## src/rtl/ann_pkg.sv

```systemverilog
// Shared types for the ANN SRAM read-port arbiter.
package ann_pkg;

  typedef enum logic [1:0] {
    IDLE = 2'd0,
    READ = 2'd1,
    DONE = 2'd2
  } arb_state_t;

  // Requester indices into grant / valid / done vectors.
  localparam int REQ_IMG  = 0;
  localparam int REQ_COEF = 1;

endpackage

```

## src/rtl/arb_burst_addr_gen.sv

```systemverilog
// Burst address generator: latches base/length at grant, counts words,
// produces the wrapping word address and a last-word flag.
module arb_burst_addr_gen #(
  parameter int ADDR_W  = 16,
  parameter int BURST_W = 7
) (
  input  logic               clk,
  input  logic               n_rst,
  input  logic               load,
  input  logic [ADDR_W-1:0]  start_addr,
  input  logic [BURST_W-1:0] start_len,
  input  logic               step,
  output logic [ADDR_W-1:0]  addr,
  output logic               last
);

  logic [ADDR_W-1:0]  addr_q, addr_d;
  logic [BURST_W-1:0] len_q, len_d;
  logic [BURST_W-1:0] cnt_q, cnt_d;

  // Load on grant, advance one word per accepted read; address wraps naturally.
  always_comb begin
    addr_d = addr_q;
    len_d  = len_q;
    cnt_d  = cnt_q;
    if (load) begin
      addr_d = start_addr;
      len_d  = start_len;
      cnt_d  = '0;
    end else if (step) begin
      addr_d = addr_q + ADDR_W'(1);
      cnt_d  = cnt_q + BURST_W'(1);
    end
  end

  // State registers.
  always_ff @(posedge clk or negedge n_rst) begin
    if (!n_rst) begin
      addr_q <= '0;
      len_q  <= '0;
      cnt_q  <= '0;
    end else begin
      addr_q <= addr_d;
      len_q  <= len_d;
      cnt_q  <= cnt_d;
    end
  end

  assign addr = addr_q;
  // Only meaningful while reading, where len is never zero.
  assign last = (cnt_q == len_q - BURST_W'(1));

endmodule

```

## src/rtl/ann_sram_arbiter.sv

```systemverilog
// Round-robin arbiter sharing the SRAM read port between the image loader
// and the ANN coefficient fetch. One burst per IDLE->READ->DONE pass.
// Optional feature: define ARB_TIMEOUT_EN to abort a burst whose ack does
// not arrive within TIMEOUT_CYC cycles (err + done pulse).
module ann_sram_arbiter #(
  parameter int ADDR_W  = 16,
  parameter int DATA_W  = 16,
  parameter int BURST_W = 7
`ifdef ARB_TIMEOUT_EN
  ,
  parameter int TIMEOUT_CYC = 16
`endif
) (
  input  logic               clk,
  input  logic               n_rst,
  input  logic               img_req,
  input  logic [ADDR_W-1:0]  img_addr,
  input  logic [BURST_W-1:0] img_len,
  input  logic               coef_req,
  input  logic [ADDR_W-1:0]  coef_addr,
  input  logic [BURST_W-1:0] coef_len,
  output logic               sram_rd_en,
  output logic [ADDR_W-1:0]  sram_addr,
  input  logic [DATA_W-1:0]  sram_rdata,
  input  logic               sram_ack,
  output logic [DATA_W-1:0]  rd_data,
  output logic               img_valid,
  output logic               coef_valid,
  output logic               img_done,
  output logic               coef_done,
  output logic [1:0]         grant,
  output logic               err
);
  import ann_pkg::*;

  arb_state_t        state_q, state_d;
  logic [1:0]        grant_q, grant_d;
  logic              rd_en_q, rd_en_d;
  logic [DATA_W-1:0] rd_data_q, rd_data_d;
  logic [1:0]        valid_q, valid_d;
  logic [1:0]        done_q, done_d;
  logic              err_q, err_d;
  logic              owner_q, owner_d;   // 0 = image, 1 = coefficient
  logic              last_q, last_d;     // owner of the previous burst
  logic              load, step, last;
  logic              sel_coef;
  logic [ADDR_W-1:0]  sel_addr;
  logic [BURST_W-1:0] sel_len;

`ifdef ARB_TIMEOUT_EN
  localparam int WAIT_W = $clog2(TIMEOUT_CYC + 1);
  logic [WAIT_W-1:0] wait_q, wait_d;
`endif

  // On a tie the requester that did not own the previous burst wins.
  assign sel_coef = coef_req && (!img_req || (last_q == 1'(REQ_IMG)));
  assign sel_addr = sel_coef ? coef_addr : img_addr;
  assign sel_len  = sel_coef ? coef_len  : img_len;

  arb_burst_addr_gen #(.ADDR_W(ADDR_W), .BURST_W(BURST_W)) u_addr_gen (
    .clk        (clk),
    .n_rst      (n_rst),
    .load       (load),
    .start_addr (sel_addr),
    .start_len  (sel_len),
    .step       (step),
    .addr       (sram_addr),
    .last       (last)
  );

  // Next-state and registered-output logic for the burst FSM.
  always_comb begin
    state_d   = state_q;
    grant_d   = grant_q;
    rd_en_d   = rd_en_q;
    rd_data_d = rd_data_q;
    valid_d   = '0;
    done_d    = '0;
    err_d     = 1'b0;
    owner_d   = owner_q;
    last_d    = last_q;
    load      = 1'b0;
    step      = 1'b0;
`ifdef ARB_TIMEOUT_EN
    wait_d    = wait_q;
`endif
    case (state_q)
      IDLE: begin
        if (img_req || coef_req) begin
          load    = 1'b1;
          owner_d = sel_coef;
`ifdef ARB_TIMEOUT_EN
          wait_d  = '0;
`endif
          if (sel_len == '0) begin
            // Empty burst: finish without touching the SRAM.
            state_d          = DONE;
            done_d[sel_coef] = 1'b1;
          end else begin
            state_d           = READ;
            grant_d[sel_coef] = 1'b1;
            rd_en_d           = 1'b1;
          end
        end
      end
      READ: begin
        if (sram_ack) begin
          step             = 1'b1;
          rd_data_d        = sram_rdata;
          valid_d[owner_q] = 1'b1;
`ifdef ARB_TIMEOUT_EN
          wait_d           = '0;
`endif
          if (last) begin
            // Done pulse lands with the last valid.
            state_d         = DONE;
            grant_d         = '0;
            rd_en_d         = 1'b0;
            done_d[owner_q] = 1'b1;
          end
        end
`ifdef ARB_TIMEOUT_EN
        else if (wait_q == WAIT_W'(TIMEOUT_CYC - 1)) begin
          state_d         = DONE;
          grant_d         = '0;
          rd_en_d         = 1'b0;
          done_d[owner_q] = 1'b1;
          err_d           = 1'b1;
        end else begin
          wait_d = wait_q + WAIT_W'(1);
        end
`endif
      end
      DONE: begin
        last_d  = owner_q;
        state_d = IDLE;
      end
      default: state_d = IDLE;
    endcase
  end

  // FSM state and registered outputs; reset aborts any burst silently.
  always_ff @(posedge clk or negedge n_rst) begin
    if (!n_rst) begin
      state_q   <= IDLE;
      grant_q   <= '0;
      rd_en_q   <= 1'b0;
      rd_data_q <= '0;
      valid_q   <= '0;
      done_q    <= '0;
      err_q     <= 1'b0;
      owner_q   <= 1'b0;
      last_q    <= 1'(REQ_COEF);
`ifdef ARB_TIMEOUT_EN
      wait_q    <= '0;
`endif
    end else begin
      state_q   <= state_d;
      grant_q   <= grant_d;
      rd_en_q   <= rd_en_d;
      rd_data_q <= rd_data_d;
      valid_q   <= valid_d;
      done_q    <= done_d;
      err_q     <= err_d;
      owner_q   <= owner_d;
      last_q    <= last_d;
`ifdef ARB_TIMEOUT_EN
      wait_q    <= wait_d;
`endif
    end
  end

  assign sram_rd_en = rd_en_q;
  assign rd_data    = rd_data_q;
  assign img_valid  = valid_q[REQ_IMG];
  assign coef_valid = valid_q[REQ_COEF];
  assign img_done   = done_q[REQ_IMG];
  assign coef_done  = done_q[REQ_COEF];
  assign grant      = grant_q;
  assign err        = err_q;

endmodule

```

## config.mk

```make
export PLATFORM = sky130hd
export DESIGN_NAME = ann_sram_arbiter
export DESIGN_NICKNAME = d
export VERILOG_FILES = /design/src/rtl/ann_pkg.sv /design/src/rtl/arb_burst_addr_gen.sv /design/src/rtl/ann_sram_arbiter.sv
export SDC_FILE = /design/constraint.sdc
export NUM_CORES = 1
export LEC_CHECK = 0
export CAP_MARGIN = 20
export CORE_MARGIN = 2
export CORE_UTILIZATION = 43
export CTS_BUF_LIST = sky130_fd_sc_hd__clkbuf_8
export CTS_CLUSTER_DIAMETER = 30
export DETAILED_ROUTE_END_ITERATION = 12
export GPL_ROUTABILITY_DRIVEN = 0
export PLACE_DENSITY = 0.89
export SLEW_MARGIN = 10
export SYNTH_ARGS = -nofsm -noshare
export SYNTH_HDL_FRONTEND = slang
export SYNTH_HIERARCHICAL = 1
export SYNTH_SLANG_ARGS = --single-unit
```

## constraint.sdc

```tcl
create_clock -name clk -period 2.1 [get_ports clk]
set_input_delay 0.21 -clock clk [delete_from_list [all_inputs] [get_ports clk]]
set_output_delay 0.21 -clock clk [all_outputs]
set_load 0.1 [all_outputs]
```

== Yosys cells after proc, flatten, opt, wreduce, memory -nomap -nowiden ==
Index checks and enable logic that the tools add are counted.
Word-level totals
  register bits: 57
  input port bits: 67
  word-level logic and storage cells: 77
Operators by class
  $lt $le $gt $ge: 4
  equal/unequal tests: 7
  reductions and logical operators: 14
  add/subtract/negate cells: 3
  muxes and demuxes: 36
  bitwise gates (word level): 2
Operators with widths (count)
  $mux 16: 3
  $mux 2: 14
  $mux 7: 3
  $add 16x1->16 const B: 1
  $pmux 2 s2: 3
  $mux 1: 10
  $ne 2x2->1 const B: 4
  $add 7x1->7 const B: 1
  $eq 7x7->1: 1
  $logic_not 7->1: 1
  $sub 7x1->7 const B: 1
  $reduce_and 5->1: 1
  $lt 1x2->1 const B: 2
  $reduce_and 2->1: 2
  $reduce_bool 2->1: 2
  $logic_and 1x1->1: 3
  $reduce_and 3->1: 1
  $demux 1 s1: 2
  $eq 2x1->1 const B: 1
  $eq 2x2->1 const B: 1
  $ge 1x1->1 const B: 2
  $logic_not 2->1: 1
  $logic_or 1x1->1: 2
  $or 2x2->2: 1
  other kinds (3): 3

== Logic depth before layout (Yosys ltp) ==
  depth in word-level cells: 11
  gate-level depth with buffers: 10
  gate-level depth less buffers: 9

== By module ==
Netlist, hierarchy kept.
Modules (own cells, without submodules)
  arb_burst_addr_gen: area each 1754.2 um^2, times used 1, seq. area each 750.7 um^2, cells each 184
  ann_sram_arbiter: area each 1512.7 um^2, times used 1, seq. area each 676.9 um^2, cells each 144

== Worst setup path after synthesis ==
Ideal clock, no wire load.
  path type: register to register
  from: register u_addr_gen.addr_q[0], in the netlist u_addr_gen/addr[0]
  to: register u_addr_gen.addr_q[14], in the netlist u_addr_gen/addr[14]
  setup time: 82 ps
  cell stages (with the launch flop): 7
  period minus slack after synthesis: 2195 ps
  setup slack: -95 ps
  arrival: 2113 ps
  cell sequence: dfrtp_1 > ha_1 > and4_1 > buf_4 > nand3_2 > or3_1 > a31oi_1
Between the ends
  longest elaborated chain between the ends: 3
RTL lines
  start, declared: RTL line arb_burst_addr_gen.sv:17  | logic [ADDR_W-1:0] addr_q, addr_d;
  start signal, assigned: RTL line arb_burst_addr_gen.sv:43  | addr_q <= addr_d;
  $add 16x1->16: RTL line arb_burst_addr_gen.sv:31  | addr_d = addr_q + ADDR_W'(1);
  $mux 16: RTL line arb_burst_addr_gen.sv:30  | end else if (step) begin
  $mux 16: RTL line arb_burst_addr_gen.sv:26  | if (load) begin
No other way between the ends. The select of a mux whose other input is x is not followed.
A chain may end at the register's enable or synchronous reset.

== Worst setup path after layout ==
  from: register u_addr_gen.len_q[0]
  to: register state_q[1]
Between the ends
  longest elaborated chain between the ends: 4
RTL lines
  start, declared: RTL line arb_burst_addr_gen.sv:18  | logic [BURST_W-1:0] len_q, len_d;
  start signal, assigned: RTL line arb_burst_addr_gen.sv:44  | len_q <= len_d;
  $sub 7x1->7: RTL line arb_burst_addr_gen.sv:51  | assign last = (cnt_q == len_q - BURST_W'(1));
  $eq 7x7->1: RTL line arb_burst_addr_gen.sv:51
  named net last: RTL line ann_sram_arbiter.sv:45  | logic load, step, last;
  $ne 2x2->1 (no line)
  $reduce_and 3->1 (no line)
  end signal, assigned: RTL line ann_sram_arbiter.sv:158  | state_q <= state_d;
  end, declared: RTL line ann_sram_arbiter.sv:36  | arb_state_t state_q, state_d;
The timed path passes the listed nets, and every way through them passes these cells.

==> summary by stage <==
Run status
The run finished with clean final reports.

Floorplanning
The horizontal extent of the die is 91.2 um. The initial core utilization is about 45%. Pin placement for this block handled between 100 and 150 I/O pins. In this run the standard cell core region covers 7290 um2. The number of cell rows is 31. The height of the chip is ~90 um. The floorplan die area is around 8300 um2.

Finish
Leaving out filler cells and counting taps, the final layout contains 546. The repair_antennas step left the layout with diodes totalling 0. The net total in the final layout is approximately 510. Cells with a size suffix above 1 make up 27.1% of the layout. The layout overhead on the synthesized area is 38.8%.

Clock tree
The number of buffers inserted during clock tree synthesis is 9. In this run the clock root is driven by a sky130_fd_sc_hd__clkbuf_8. In this run the number of H-tree levels came out at 3. The clock slew at the register clock pins of the worst setup and hold paths is 0.07 ns.

After clock tree synthesis, the setup repair step added 0 buffers. TritonCTS built the clock tree. The maximum buffer depth of the clock tree is 2.

For the worst-skew pair, the clock arrives at the later sink with an insertion delay of between 0.3 and 0.4 ns. The clock net in this run drives a total of 57 sinks.

Logic synthesis
The cell count after synthesis is between 300 and 400. Sequential elements use 43.7% of the synthesized area. The fraction of post-synthesis cell area in the top cell type by area is 42.9%. The most used flip-flop cell after synthesis is sky130_fd_sc_hd__dfrtp_1.

The commonest cells after synthesis are sky130_fd_sc_hd__nand2_1, sky130_fd_sc_hd__dfrtp_1, sky130_fd_sc_hd__o21ai_0. Counting every net in the synthesized netlist gives 398. The number of enable-type register cells in the synthesized netlist is 0.

For this run, the number of Yosys warnings is 6. The biggest area contributor in the post-synthesis netlist is sky130_fd_sc_hd__dfrtp_1. The cell with the most instances after synthesis is sky130_fd_sc_hd__nand2_1. After synthesis the netlist holds a flip-flop and latch count of 57. By area the synthesized netlist is led by sky130_fd_sc_hd__dfrtp_1, sky130_fd_sc_hd__nand2_1, sky130_fd_sc_hd__mux2_4. After synthesis, the mean cell area works out to 9.96 um2. In the synthesized netlist the async set-or-reset flop fraction comes to 100%. The number of distinct library cell variants in the gate-level netlist after synthesis is 55. Summing every instance area after synthesis gives 3270 um2.

GRT
Global routing used 20.2% of the available tracks. The most heavily used metal layer in global routing is met2. The number of global-route vias before repair is 2899. Global routing finished with a remaining overflow of 0. Entering global routing, the biggest net connects 29 pins. The global-route met1 utilization is 24.1%. For met3 alone, demand over resource in global routing was 5.81%. The first global-routing pass estimated 13400 um of wire. The number of antenna violations at the first check in global routing came to 0. Global routing used 33.8% of the available met2 tracks.

Worst setup path
The worst endpoint required time is 2.37 ns. The biggest fanout along the worst timing path is 6. STA puts the critical path data arrival time at 2.28 ns.

The kind of critical path is flop to flop. The endpoint kind of the worst setup timing path is a flop. The launching element type of the critical path is a flop.

The capture instance of the worst register-to-register path is state_q[1]$_DFFE_PN0P_. The startpoint identified for the worst register-to-register timing path is u_addr_gen/len_q[0]$_DFFE_PN0P_. The flop-to-flop setup slack is 0.1 ns. The number of cells on the worst reg-to-reg path is 9.

Timing
The count of final hold-check violations is 0. Setup violations remaining at the end of the flow were counted as 0. The worst path uses 95.4% of the clock period.

The timing-limited maximum frequency is 499 MHz. The worst clock skew is around 0.011 ns. The clock period minus final worst setup slack is 2.00 ns.

Hold timing on the final database bottoms out at a slack of 0.336 ns. The max-slew violation count is 0.

Detailed routing
After the first detailed-routing iteration, the DRC count stood at 150. The routed layout has 2814 vias. The number of detailed-routing iterations run before antenna repair is 4. The number of vias per cell after detailed routing is ~5.2. The wire length per cell is 14.6 um. The post-detailed-route count of antenna-violating nets is 0.

The routed design has 7970 um of wire. The number of design rule violations left after detail routing is 0.

Pwr
The overall power after layout is 7.75 mW. The power density of the placed cells is 1710 nW/um2. IR analysis of the VDD net gives a maximum drop of ~1200 uV.

The leakage component of the power is between 2 and 2.5 nW.

Run
The tool flagged a number of max-cap violations equal to 0.

Place
The placed cell count is 529. Buffers placed on the I/O ports in this run total 105. The post-detailed-placement half-perimeter wirelength is 6040 um.

Worst hold path
The path class of the tightest hold or removal check is input pin to asynchronous set/reset pin.
## state kept, by name (all words and copies together) (netlist names), 2 cells and up
signal            count
rd_data              16
u_addr_gen/addr      16
u_addr_gen/cnt_q      7
u_addr_gen/len_q      7
done_q                2
grant                 2
state_q               2
valid_q               2
## cells by family after synthesis
group                    after synthesis  share of synthesized area (%)
AND/OR/NAND/NOR                      135                           20.2
flip-flops                            57                           43.7
AO/OA/AOI/OAI                         50                           10.3
multiplexers                          29                           11.9
buffers and inverters                 27                           5.32
XOR/XNOR                              26                           7.39
adder cells (fa/ha/maj)                3                           1.15
other                                  1                          0.115
## how the worst max path moves through the flow
stage	depth (start not counted)	slack (ns)	start	end
floorplan	4	0.02	u_addr_gen/addr[6]$_DFFE_PN0P_	u_addr_gen/addr[15]$_DFFE_PN0P_
global placement	9	0.1	u_addr_gen/len_q[0]$_DFFE_PN0P_	sram_rd_en$_DFFE_PN0P_
detailed placement	9	0.01	u_addr_gen/len_q[0]$_DFFE_PN0P_	sram_rd_en$_DFFE_PN0P_
CTS	9	0.01	u_addr_gen/len_q[0]$_DFFE_PN0P_	sram_rd_en$_DFFE_PN0P_
global route	9	-0.02	u_addr_gen/len_q[0]$_DFFE_PN0P_	state_q[1]$_DFFE_PN0P_
finish	9	0.1	u_addr_gen/len_q[0]$_DFFE_PN0P_	state_q[1]$_DFFE_PN0P_
## power breakdown
group | switching (mW) | internal [mW]
Sequential | 0.473 | 1.57
Clock | 0.425 | 0.485
Combinational | 3.49 | 1.31
## through the flow
step	area (um2)	TNS, ns	setup WS [ns]	utilization (%)
after floorplan	3270	0	0.0224	-
after global placement	4320	0	0.0952	59.3
after detailed placement	4320	0	0.0105	59.3
after CTS	4510	0	0.0102	61.9
after global routing	4530	-0.0227	-0.0227	62.2
final	4530	0	0.0962	62.2
## layer usage
metal	up-vias	routed length, um	share of wire (%)
met5	-	0	0
met4	0	186	2.3
met3	20	656	8.2
met2	130	3820	48
met1	1311	3310	41
li1	1353	-	-
## cell usage in the layout, fill, tap and decap left out, types with 3 or more instances in the layout
cell type and n:
sky130_fd_sc_hd__nand2_1 78, sky130_fd_sc_hd__clkdlybuf4s50_1 65, sky130_fd_sc_hd__dfrtp_1 54, sky130_fd_sc_hd__buf_4 52
sky130_fd_sc_hd__o21ai_0 24, sky130_fd_sc_hd__mux2_4 17, sky130_fd_sc_hd__xnor2_1 14, sky130_fd_sc_hd__clkbuf_8 11
sky130_fd_sc_hd__xor2_1 11, sky130_fd_sc_hd__mux2_2 10, sky130_fd_sc_hd__nor2_1 10, sky130_fd_sc_hd__inv_1 8
sky130_fd_sc_hd__nand4_1 7, sky130_fd_sc_hd__nor3_1 6, sky130_fd_sc_hd__nand3_1 5, sky130_fd_sc_hd__or3_1 4
sky130_fd_sc_hd__and3_1 4, sky130_fd_sc_hd__nor4_1 3, sky130_fd_sc_hd__clkinv_2 3, sky130_fd_sc_hd__a21oi_1 3
sky130_fd_sc_hd__a31oi_1 3, sky130_fd_sc_hd__and4_1 3
## worst max-delay path, cell delays in order, from the launching register on
cell and delay, ns:
sky130_fd_sc_hd__dfrtp_1 0.34, sky130_fd_sc_hd__inv_1 0.05, sky130_fd_sc_hd__ha_2 0.23, sky130_fd_sc_hd__o21bai_1 0.19
sky130_fd_sc_hd__a211o_1 0.31, sky130_fd_sc_hd__a311oi_2 0.20, sky130_fd_sc_hd__o221a_2 0.25, sky130_fd_sc_hd__nand2_1 0.09
sky130_fd_sc_hd__a21oi_2 0.14, sky130_fd_sc_hd__o211a_1 0.15
## repair_timing
item                                    4_1_cts  5_1_grt
endpoints found under the setup margin        0        9
hold buffers                                  1        0
hold endpoints to repair                     11        0
resized for setup                             0        6
## cell type report
cell class	count	area [um2]
tap	99	124
multi-input combinational	244	1690
inverter	10	37.5
clock buffer	11	151
timing repair buffer	120	1080
sequential	57	1430
clock inverter	5	30.0
fill	606	2760
No activity file was read; power rests on OpenSTA's default activity.
